`config.mk`:
```
export PLATFORM = sky130hd
export DESIGN_NAME = setup_reg_flat
export DESIGN_NICKNAME = d
export VERILOG_FILES = /design/src/rtl/setup_reg_if.sv /design/src/rtl/setup_reg.sv /design/src/flat_wrapper.sv
export SDC_FILE = /design/constraint.sdc
export NUM_CORES = 1
export LEC_CHECK = 0
export CAP_MARGIN = 20
export CORE_AREA = 5 5 42 44
export DETAILED_ROUTE_END_ITERATION = 7
export DIE_AREA = 0 0 47 49
export DONT_BUFFER_PORTS = 1
export PLACE_DENSITY = 0.61
export SYNTH_ARGS = -nofsm -noshare
export SYNTH_HDL_FRONTEND = slang
export SYNTH_SLANG_ARGS = --single-unit
```
`constraint.sdc`:
```
create_clock -name clk_in -period 1.12 [get_ports clk_in]
set_clock_uncertainty 0.15 [all_clocks]
set_input_delay 0.112 -clock clk_in [delete_from_list [all_inputs] [get_ports clk_in]]
set_output_delay 0.112 -clock clk_in [all_outputs]
set_load 0.05 [all_outputs]
```
`src/rtl/setup_reg_if.sv`:
```
// rtl/setup_reg_if.sv - serial setup-word load bus between the driver and setup_reg
// The parity_in/parity_err pair exists only when SETUP_REG_PARITY_EN is defined.
interface setup_reg_if #(
  parameter int WIDTH = 8,
  parameter int CNT_W = $clog2(WIDTH) + 1
);
  logic             en_in;
  logic             serial_in;
  logic [WIDTH-1:0] parallel_out;
  logic             frame_done;
  logic [CNT_W-1:0] bit_count;
`ifdef SETUP_REG_PARITY_EN
  logic             parity_in;
  logic             parity_err;

  modport master (
    output en_in, serial_in, parity_in,
    input  parallel_out, frame_done, bit_count, parity_err
  );
  modport slave (
    input  en_in, serial_in, parity_in,
    output parallel_out, frame_done, bit_count, parity_err
  );
`else
  modport master (
    output en_in, serial_in,
    input  parallel_out, frame_done, bit_count
  );
  modport slave (
    input  en_in, serial_in,
    output parallel_out, frame_done, bit_count
  );
`endif
endinterface

```
`src/rtl/setup_reg.sv`:
```
// rtl/setup_reg.sv - serial-in parallel-out setup shift register, LSB first, with word-done pulse
// Optional even-parity check of each assembled word when SETUP_REG_PARITY_EN is defined.
module setup_reg #(
  parameter int WIDTH = 8,
  parameter int CNT_W = $clog2(WIDTH) + 1
) (
  input  logic        clk_in,
  input  logic        rst_in,
  setup_reg_if.slave  bus
);

  logic [WIDTH-1:0] sr_q;
  logic [WIDTH-1:0] sr_next;
  logic [CNT_W-1:0] cnt_q;
  logic             done_q;
  logic             last_bit;

  // New bit enters at the MSB so that after WIDTH shifts bit 0 sits at the LSB.
  assign sr_next  = {bus.serial_in, sr_q[WIDTH-1:1]};
  assign last_bit = (cnt_q == CNT_W'(WIDTH - 1));

  always_ff @(posedge clk_in or negedge rst_in) begin
    if (!rst_in) begin
      sr_q   <= '0;
      cnt_q  <= '0;
      done_q <= 1'b0;
    end else begin
      done_q <= 1'b0;
      if (bus.en_in) begin
        sr_q <= sr_next;
        if (last_bit) begin
          cnt_q  <= '0;
          done_q <= 1'b1;
        end else begin
          cnt_q <= cnt_q + CNT_W'(1);
        end
      end
    end
  end

`ifdef SETUP_REG_PARITY_EN
  logic perr_q;

  // Error flag shares the frame_done cycle; it compares the completed word, not the old contents.
  always_ff @(posedge clk_in or negedge rst_in) begin
    if (!rst_in) begin
      perr_q <= 1'b0;
    end else begin
      perr_q <= bus.en_in && last_bit && ((^sr_next) != bus.parity_in);
    end
  end

  assign bus.parity_err = perr_q;
`endif

  assign bus.parallel_out = sr_q;
  assign bus.bit_count    = cnt_q;
  assign bus.frame_done   = done_q;

endmodule

```
`src/flat_wrapper.sv`:
```
// flat-port wrapper written by rule: the top's interface ports become plain ports
module setup_reg_flat 
#(
  parameter int WIDTH = 8,
  parameter int CNT_W = $clog2(WIDTH) + 1
)
  (clk_in, rst_in, bus_en_in, bus_serial_in, bus_parallel_out, bus_frame_done, bus_bit_count);
  setup_reg_if #(.WIDTH(WIDTH), .CNT_W(CNT_W)) bus_i ();
  input  logic clk_in;
  input  logic rst_in;
  input wire logic [$bits(bus_i.en_in)-1:0] bus_en_in;
  input wire logic [$bits(bus_i.serial_in)-1:0] bus_serial_in;
  output wire logic [$bits(bus_i.parallel_out)-1:0] bus_parallel_out;
  output wire logic [$bits(bus_i.frame_done)-1:0] bus_frame_done;
  output wire logic [$bits(bus_i.bit_count)-1:0] bus_bit_count;
  assign bus_i.en_in = bus_en_in;
  assign bus_i.serial_in = bus_serial_in;
  assign bus_parallel_out = bus_i.parallel_out;
  assign bus_frame_done = bus_i.frame_done;
  assign bus_bit_count = bus_i.bit_count;
  setup_reg #(.WIDTH(WIDTH), .CNT_W(CNT_W)) u_core (.clk_in(clk_in), .rst_in(rst_in), .bus(bus_i));
endmodule
```
==> results.md <==
* Synth top area share at 62.95%
* Pleak at 0.3622 nW
* Vias in the first global route at approximately 440
* Seq/Total Area, Yosys at between 60% and 70%
* Reg2reg start: u_core.bus.bit_count[0]$_DFFE_PN0P_
* PD cells at approximately 3100 nW/um^2
* Yosys warning total at 0
* Detailed Route WL at 1.115 mm
* Post-synth cell types at 13
* Post-route clock period utilization at 111.6%
* Slew Limit Fails at 0
* Cell taking the most area after synthesis: dfrtp_1
* CTS Sinks at 13
* CTS root buffer: clkbuf_4
* Post-Syn Area at ~520 sq um
* Synthesized area per cell at 15.20 sq um
* Starting DRC count in detailed routing at 0
* Nets at 64
* Largest stage delay, worst path at ~0.44 ns
* Initial antenna violation count at 0
* Worst EP arrival at 0.99 ns
* Post-route cell area at a little over 800 sq um
* CTS buffer count at 3
* Post-route DRC at 0
* DRT Pass-1 Iters at 1
* Die width at roughly 47 um
* Clock Path Buffers at 2
* Hold_sp: bus_en_in
* Commonest cells post-synth: 13 x dfrtp_1, 9 x mux2_2, 2 x nand2b_1
* Vias post-DR at 357
* Synth Area in Compound Gates at less than 1%
* Async SR Flop Fraction at between 90% and 100%
* Outcome: finished with violations
* Largest net degree at the start of global routing at 15
* Synth top area cells: dfrtp_1 63%, mux2_2 20%, ha_1 2.4%
* Fmax at between 800 and 900 MHz
* Final worst path period need at 1.249 ns
* Initial Utilization at 36.88%
* Post-DR vias/cell at approximately 4.8
* Buffers on Ports at 0
* Hold Buf Count CTS at 2
* CTS tree: yes
* Layout cell share with drive strength beyond 1 at between 70% and 80%
* Largest family of logic cells by synthesized area: multiplexers
* Final hold vios at 13
* Max-Cap Viols at 0
* Count leader, synth: dfrtp_1
* Power Total at approximately 2.5 mW
* RSZ-0062 raised after global routing: yes
* Core Footprint at between 1000 and 1500 sq um
* Peak VDD IR at around 0.0011 V
* Mux share of post-synthesis cell area at 21.79%
* Failing checks: hold timing, setup timing
* Worst Tran Pin Value at 0.5854 ns
* Syn_nets at 39
* Non-Filler Instances at 74
* Final worst slack at -0.1295 ns
* Post-Synth Adder-Cell Area at roughly 2.4%
* CP max FO at 3
* Synth Area in XOR/XNOR at 1.695%
* Die Y at roughly 50 um
* Endpoints failing setup at 7
* Hold WS at -0.1694 ns
* Clk pin slew, worst setup/hold paths at 0.08 ns
* Setup CP Type: reg -> out
* Placed insts at 64
* Total global routing overflow at 0
* Syn-to-layout area delta at 56.90%
* Post-Synth Simple-Gate Area at about 8.7%
* Mapped Cells at 34
* DRT antenna net count at 0
* CP Launch Point: u_core.bus.bit_count[1]$_DFFE_PN0P_
* Ys flop type: dfrtp_1
* # rows at 14
* Worst setup SP type: register
* Total global-route track usage at between 10% and 20%
* Hold Path Class: in -> reg
* Placed Area at around 680 sq um
* Worst path required time at ~0.86 ns
* Antenna diodes at 0
* Dpl hpwl at ~780 um
* Critical-path cell list: buf_6 > buf_8
* Worst path slowest cell: dfrtp_2
* Seq cells post-synth at 13
* GP Congestion at approximately 0.76
* Drt wl/cell at ~15 um
* Die area at approximately 2300 sq um
* H-tree levels at 1
* Relative slew slack at 60.84%
* Later-pin clock latency in the skew report at 0.27 ns
* CP Capture Type: output pin
* Global-route wire length before repair at 1.932 mm
* Post-synth EDFFs at 0
* Num ports at 17
timing repair:
item	CTS	global route
hold endpoints to repair	26	13
buffers inserted	4	0
gates resized for setup	15	1
setup endpoints to repair	15	16
pin swaps	4	1
logic make-up after synthesis:
logic type	after synthesis
and+or+nand+nor	7
AOI/OAI and AO/OA	1
buffers and inverters	1
xor gates and xnor gates	1
muxes	10
adders and majority gates	1
DFF	13
routing by layer:
metal	part of all wire (%)	wire length [um]	GRT usage [%]	vias to the layer above
li1	-	-	-	166
met1	35	387	11.98	178
met2	55	616	20.59	13
met3	10	112	4.428	0
met4	0	0	4.147	0
met5	0	0	0	-
through the flow:
step	setup slack [ns]	util [%]	TNS [ns]
CTS	-0.1357	57.59	-0.4124
global route	-0.1637	57.86	-0.6571
finish	-0.1295	57.86	-0.3207
detailed placement	-0.06767	48.21	-0.08793
floorplan	-0.1817	-	-0.5645
global placement	-0.03713	48.21	-0.03713
worst max-delay path: cells and delay by family (launching register included):
kind                   cells  cell delay, ns
buffers and inverters      2            0.27
DFF                        1            0.44
layout make-up:
class | count | area, sq um
Multi-Input combinational cell | 20 | 206.4
Timing Repair Buffer | 21 | 219.0
Clock buffer | 4 | 26.28
Tap cell | 16 | 20.02
Fill cell | 134 | 590.6
Sequential cell | 13 | 339.1
worst paths after layout:
path                                                          end  depth (start not counted)  slack (ns)
setup / recovery                                 bus_bit_count[1]                          2       -0.13
hold / removal                u_core.bus.bit_count[0]$_DFFE_PN0P_                          2       -0.17
setup reg to reg              u_core.bus.bit_count[1]$_DFFE_PN0P_                          2       -0.10
hold reg to reg            u_core.bus.parallel_out[0]$_DFFE_PN0P_                          1        0.38
max in group asynchronous  u_core.bus.parallel_out[2]$_DFFE_PN0P_                          1        0.28
min in group asynchronous         u_core.bus.frame_done$_DFF_PN0_                          1        0.12
sequential cells by signal, summed over array words and instances (netlist names):
name	flops
u_core.bus.parallel_out	8
u_core.bus.bit_count	4
u_core.bus.frame_done	1
power by group:
| part | internal (mW) | switching [mW] | total [mW] |
|---|---|---|---|
| sequential | 0.644 | 0.159 | 0.803 |
| combinational | 0.631 | 0.758 | 1.39 |
| clock | 0.138 | 0.152 | 0.289 |
| total | 1.41 | 1.07 | 2.48 |
cells in the final DEF (no fill, tap or decap):
| cell | netlist | routed |
|---|---|---|
| ha_4 | 0 | 1 |
| nor2_2 | 0 | 1 |
| xnor2_1 | 1 | 1 |
| buf_8 | 0 | 2 |
| clkbuf_1 | 0 | 1 |
| and3b_1 | 1 | 1 |
| nand2_1 | 1 | 1 |
| clkbuf_4 | 0 | 3 |
| dlygate4sd3_1 | 0 | 2 |
| dfrtp_1 | 13 | 2 |
| buf_4 | 1 | 6 |
| mux2_2 | 9 | 8 |
| o21ai_1 | 0 | 1 |
| nand2b_1 | 2 | 2 |
| mux2_4 | 0 | 2 |
| buf_6 | 0 | 11 |
| nand4_1 | 1 | 1 |
| and4b_1 | 1 | 1 |
| dfrtp_2 | 0 | 11 |
(Power assumes the default switching activity.)
